`src/rtl/core_bus_port.sv`:
```
// core_bus_port: core-side request FIFO and request/grant initiator for the shared RAM bus
module core_bus_port #(
  parameter int FIFO_DEPTH = 2,
  parameter int ADDR_W = 9,
  parameter int DATA_W = 8,
  parameter int TIMEOUT = 16
) (
  input  logic              clk,
  input  logic              reset,
  input  logic              cpu_req_valid,
  output logic              cpu_req_ready,
  input  logic              cpu_req_write,
  input  logic [ADDR_W-1:0] cpu_req_addr,
  input  logic [DATA_W-1:0] cpu_req_wdata,
  output logic              cpu_resp_valid,
  output logic              cpu_resp_write,
  output logic [DATA_W-1:0] cpu_resp_data,
  output logic              cpu_resp_err,
  output logic              bus_request,
  input  logic              bus_grant,
  output logic              bus_rw,
  output logic [ADDR_W-1:0] bus_address,
  output logic [DATA_W-1:0] bus_data_out,
  input  logic [DATA_W-1:0] bus_data_in,
  input  logic              bus_rvalid
);
  localparam int AW = $clog2(FIFO_DEPTH);
  localparam int PW = AW + 1;
  localparam int CW = $clog2(TIMEOUT);
  localparam int EW = 1 + ADDR_W + DATA_W;
  typedef enum logic [1:0] {IDLE, REQ, WAIT_DATA} state_t;
  state_t state, state_nxt;
  logic [EW-1:0] mem [FIFO_DEPTH];
  logic [PW-1:0] wr_ptr, rd_ptr, wr_inc, rd_inc, rd_one, count;
  logic [CW-1:0] cnt;
  logic full, empty, push, grant, avail, timeout;
  logic [EW-1:0] head, next_head, in_entry;
  logic req_d, rw_d, resp_valid_d, resp_write_d, resp_err_d;
  logic [ADDR_W-1:0] addr_d;
  logic [DATA_W-1:0] wdata_d, resp_data_d;
  assign full = (wr_ptr[AW] != rd_ptr[AW]) && (wr_ptr[AW-1:0] == rd_ptr[AW-1:0]);
  assign empty = wr_ptr == rd_ptr;
  assign cpu_req_ready = !full;
  assign push = cpu_req_valid && !full;
  assign grant = state == REQ && bus_request && bus_grant;
  assign wr_inc = wr_ptr + PW'(push);
  assign rd_inc = rd_ptr + PW'(grant);
  assign rd_one = rd_ptr + PW'(1);
  assign count = wr_ptr - rd_ptr;
  assign avail = wr_inc != rd_inc;
  assign in_entry = {cpu_req_write, cpu_req_addr, cpu_req_wdata};
  assign head = mem[rd_ptr[AW-1:0]];
  assign next_head = count > PW'(1) ? mem[rd_one[AW-1:0]] : in_entry;
  assign timeout = cnt == CW'(TIMEOUT - 1);
  always_ff @(posedge clk or posedge reset)
    if (reset) state <= IDLE;
    else state <= state_nxt;
  always_comb begin
    state_nxt = state;
    case (state)
      IDLE:      state_nxt = empty ? IDLE : REQ;
      REQ:       if (grant) state_nxt = head[EW-1] ? (avail ? REQ : IDLE) : WAIT_DATA;
      WAIT_DATA: if (bus_rvalid || timeout) state_nxt = avail ? REQ : IDLE;
      default:   state_nxt = IDLE;
    endcase
  end
  always_comb begin
    req_d = 1'b0;
    {rw_d, addr_d, wdata_d} = {bus_rw, bus_address, bus_data_out};
    resp_valid_d = 1'b0;
    resp_write_d = cpu_resp_write;
    resp_err_d = cpu_resp_err;
    resp_data_d = cpu_resp_data;
    if (state == REQ) begin
      if (!grant || (head[EW-1] && avail)) begin
        req_d = 1'b1;
        {rw_d, addr_d, wdata_d} = grant ? next_head : head;
      end
      if (grant && head[EW-1]) {resp_valid_d, resp_write_d, resp_err_d, resp_data_d} = {3'b110, {DATA_W{1'b0}}};
    end else if (state == WAIT_DATA && (bus_rvalid || timeout)) begin
      resp_valid_d = 1'b1;
      resp_write_d = 1'b0;
      resp_err_d = !bus_rvalid;
      resp_data_d = bus_rvalid ? bus_data_in : {DATA_W{1'b1}};
    end
  end
  always_ff @(posedge clk or posedge reset) begin
    if (reset) begin
      wr_ptr <= '0;
      rd_ptr <= '0;
      cnt <= '0;
      bus_request <= 1'b0;
      bus_rw <= 1'b0;
      bus_address <= '0;
      bus_data_out <= '0;
      cpu_resp_valid <= 1'b0;
      cpu_resp_write <= 1'b0;
      cpu_resp_err <= 1'b0;
      cpu_resp_data <= '0;
    end else begin
      wr_ptr <= wr_inc;
      rd_ptr <= rd_inc;
      cnt <= state == WAIT_DATA ? cnt + 1'b1 : '0;
      bus_request <= req_d;
      bus_rw <= rw_d;
      bus_address <= addr_d;
      bus_data_out <= wdata_d;
      cpu_resp_valid <= resp_valid_d;
      cpu_resp_write <= resp_write_d;
      cpu_resp_err <= resp_err_d;
      cpu_resp_data <= resp_data_d;
    end
  end
  always_ff @(posedge clk)
    if (push) mem[wr_ptr[AW-1:0]] <= in_entry;
endmodule
```
`config.mk`:
```
export PLATFORM = sky130hd
export DESIGN_NAME = core_bus_port
export DESIGN_NICKNAME = d
export VERILOG_FILES = /design/src/rtl/core_bus_port.sv
export SDC_FILE = /design/constraint.sdc
export NUM_CORES = 1
export LEC_CHECK = 0
export ABC_AREA = 0
export CAP_MARGIN = 20
export CORE_MARGIN = 4
export CORE_UTILIZATION = 44
export CTS_CLUSTER_DIAMETER = 30
export DETAILED_ROUTE_END_ITERATION = 10
export HOLD_SLACK_MARGIN = 0.06
export MAX_ROUTING_LAYER = met4
export PLACE_DENSITY_LB_ADDON = 0.2
export RECOVER_POWER = 25
export SYNTH_ARGS = -nofsm -noshare
export SYNTH_HDL_FRONTEND = slang
export SYNTH_SLANG_ARGS = --single-unit
```
`constraint.sdc`:
```
create_clock -name clk -period 6.3 [get_ports clk]
set_input_delay 1.575 -clock clk [delete_from_list [all_inputs] [get_ports clk]]
set_output_delay 1.575 -clock clk [all_outputs]
set_load 0.005 [all_outputs]
```
==> key figures <==
Timing
  – Actual slew at the worst max-slew pin: around 2.2 ns
  – Fin Setup TNS: 0 ns
  – Peak Freq: 239.2 MHz
  – Setup violators final: 0
  – Minimum clock period: between 4 and 5 ns
  – Final Hold Fails: 0
  – Fin. max-slew vios: slightly above 40
  – RSZ-0062 raised after global routing: no
  – Fin crit share: 0.6636
  – Max Clock Skew: a little over 0.008 ns
  – Rel. slew slack: -0.4483

Placement
  – Placed Instances: 433
  – Final HPWL DP: about 4700 um
  – GPL Wtd Cong: a little under 0.8
  – PortBufs: approximately 60

Drt
  – Wirelength, routed: roughly 7200 um
  – DR pass1 iterations: 4
  – DRC: 0
  – Vias: 2472
  – Wirelength per Cell: between 15 and 20 um
  – Iteration-0 DRC Markers: roughly 190
  – Vias per inst: between 5 and 6
  – Antenna Nets Post-Route: 0

Floorplan
  – Die extent in x: about 97 um
  – DIE HEIGHT: roughly 97 um
  – DIE AREA: around 9300 um2
  – Initial Util: 0.4484
  – Core Area: roughly 7700 um2
  – IO Count: 62
  – Std-Cell Rows: 32

Yosys
  – Fraction of registers with async set/reset: 0.5263
  – Yosys warnings: 0
  – Post-synthesis sequential area ratio: 0.6040
  – Synth Flop Type: dfrtp_1
  – Post-synthesis average cell area: approximately 12 um2
  – Cell Area, Synth: 3447 um2
  – Share of the synthesized area in the top cell type: 0.3136
  – Area leader, netlist: edfxtp_1
  – Top-count cell post-synth: dfrtp_1
  – Count of cell types in the netlist: 37
  – Post-Synthesis Cells: 283
  – Syn Nets: 319
  – EDFF count, synth: 36
  – FF+latch count, synth: 76
  – Top cells by area, synth: edfxtp_1, dfrtp_1, mux2_2
  – Post-synth top cells: dfrtp_1, nand3_1, edfxtp_1

CTS
  – Max Buffers Root-to-Sink: 2
  – CTS buffer count: 9
  – Clk root buf: clkbuf_8
  – H-tree levels: 3
  – Total setup buffers inserted after CTS: 0
  – Sink Count: 76
  – CTS tree: built
  – Clk_lat worst skew: between 0.3 and 0.4 ns
  – Post_cts resized: 0
  – Worst-path clk slew: ~0.07 ns
  – Post-CTS Hold Buffers: 0

Outcome
  – Failing checks: capacitance limit, slew limit
  – Status: finished with violations

Global routing
  – First-pass GRT wire length: between 10000 and 15000 um
  – Initial antenna violation count: 0
  – Met3 usage: 0.03408
  – GRT Total Usage: 0.1712
  – M2 GR Usage: 0.2799
  – Grt peak-use layer: met2
  – Global route overflow: 0
  – Vias in the first global route: roughly 2500
  – Largest net degree at the start of global routing: between 40 and 50
  – M1 GR Usage: 0.2087

Power and ir drop
  – Switching power: 788.3 uW
  – Pwr Density: ~530 nW/um2
  – Clk pwr share: 0.191
  – Combinational power share: 0.455
  – Switching Fraction: 0.3428
  – Share of power burned in registers: 0.354
  – LEAKAGE: between 1.5 and 2 nW
  – Maximum VDD drop: between 200 and 300 uV
  – Internal cell power: roughly 1.5 mW

Final layout
  – Post-Layout Cell Count: roughly 450
  – Share of cells above drive strength 1: 0.1182
  – Synth-to-Final Area Change: 26.57%
  – # fillers: 681
  – Final nets: roughly 380
  – N_diodes: 0

Worst hold path
  – Worst hold path type: reg2reg

Setup path
  – WP data required: around 6.5 ns
  – Endpoint type of the worst setup path: flip-flop
  – Startpoint types: primary input
  – CP arrival: ~4.4 ns
  – CP Class: in2reg
  – Max FO, Critical Path: 39

Flow run
  – Max_cap viols: 1
==> cells by family after synthesis <==
group	synth area share
AO/OA/AOI/OAI	0.1187
XOR/XNOR	0.02722
adder cells (fa/ha/maj)	0.01815
buffers and inverters	0.03848
flip-flops	0.6040
multiplexers	0.05880
AND/OR/NAND/NOR	0.1347
==> routing by layer <==
metal | wire length, um | vias to the layer above
met5 | 0 | -
met3 | 432 | 9
met2 | 3579 | 63
li1 | - | 1186
met4 | 94 | 0
met1 | 3130 | 1214
==> power groups by stage <==
| stage | Combinational [mW] | Clock (mW) | Sequential [mW] |
|---|---|---|---|
| after floorplan | 0.705 | 0 | 0.820 |
| after global placement | 1.04 | 0 | 0.817 |
| after detailed placement | 1.06 | 0 | 0.825 |
| after CTS | 1.07 | 0.450 | 0.815 |
| after global routing | 1.17 | 0.468 | 0.835 |
| final | 1.05 | 0.439 | 0.814 |
==> through the flow <==
step | util | setup WS, ns | total power, mW | area, um2 | hold WS (ns)
6_report | 0.5675 | 2.119 | 2.300 | 4363 | 0.4695
5_1_grt | 0.5675 | 1.928 | 2.470 | 4363 | 0.4970
4_1_cts | 0.5680 | 2.097 | 2.335 | 4367 | 0.4744
3_5_place_dp | 0.5369 | 1.736 | 1.890 | 4128 | 0.4642
3_3_place_gp | 0.5360 | 1.846 | 1.857 | 4120 | 0.4495
2_1_floorplan | - | 2.606 | 1.525 | 3447 | 0.4331
==> sequential cells by signal, summed over array words and instances (netlist names) <==
signal          flops
cpu_resp_data       8
wr_ptr              2
mem                36
cnt                 4
cpu_resp_write      1
bus_address         9
cpu_resp_valid      1
bus_rw              1
cpu_resp_err        1
bus_data_out        8
rd_ptr              2
state               2
bus_request         1
==> area by class of cell <==
class                      instances  area [um2]  share of cell area
sequential                        76        2082              0.4772
multi-input combinational        179        1232              0.2825
timing repair buffer              66       644.4              0.1477
tap                              102       127.6             0.02925
clock buffer                       9       123.9             0.02839
clock inverter                     7       115.1             0.02638
inverter                          10       37.54            0.008603
==> worst max-delay path: stages <==
cell	delay (ns)
clkdlybuf4s50_1	0.44
nand4b_1	0.11
buf_4	0.35
inv_1	0.18
ha_1	0.25
xnor2_1	0.19
xnor2_1	0.14
nand2_1	0.13
a31oi_4	0.61
mux2_2	0.41
==> path summary, 6_finish.rpt <==
kind	slack [ns]	cells after the start	startpoint	to
hold / removal	0.47	1	cnt[0]$_DFF_PP0_	cnt[0]$_DFF_PP0_
setup / recovery	2.12	10	bus_grant	bus_data_out[2]$_DFFE_PP0P_
min in group asynchronous	2.45	3	reset	cpu_resp_data[0]$_DFFE_PP0P_
max in group asynchronous	2.60	3	reset	wr_ptr[0]$_DFF_PP0_
hold reg to reg	0.47	1	cnt[0]$_DFF_PP0_	cnt[0]$_DFF_PP0_
setup reg to reg	2.98	11	rd_ptr[0]$_DFF_PP0_	bus_data_out[2]$_DFFE_PP0P_
==> cells in the final DEF (no fill, tap or decap), types with 2 or more instances in the layout <==
cell | netlist | layout
ha_1 | 5 | 5
nand2_1 | 14 | 14
buf_4 | 0 | 4
nand4_1 | 5 | 5
xor2_1 | 4 | 4
dfrtp_1 | 40 | 40
a32oi_1 | 13 | 13
a31oi_1 | 17 | 17
mux2_2 | 18 | 18
clkinv_1 | 0 | 2
clkdlybuf4s50_1 | 0 | 42
bufinv_16 | 0 | 3
and3_1 | 18 | 18
o21ai_0 | 16 | 16
nand2b_1 | 4 | 4
nor2_1 | 4 | 4
dlygate4sd3_1 | 0 | 19
nand3_1 | 37 | 37
o22ai_1 | 2 | 2
edfxtp_1 | 36 | 36
a21oi_1 | 2 | 2
xnor2_1 | 4 | 4
clkbuf_8 | 0 | 9
nor2b_1 | 2 | 2
inv_1 | 10 | 9
Power figures use the tool's default switching activity.
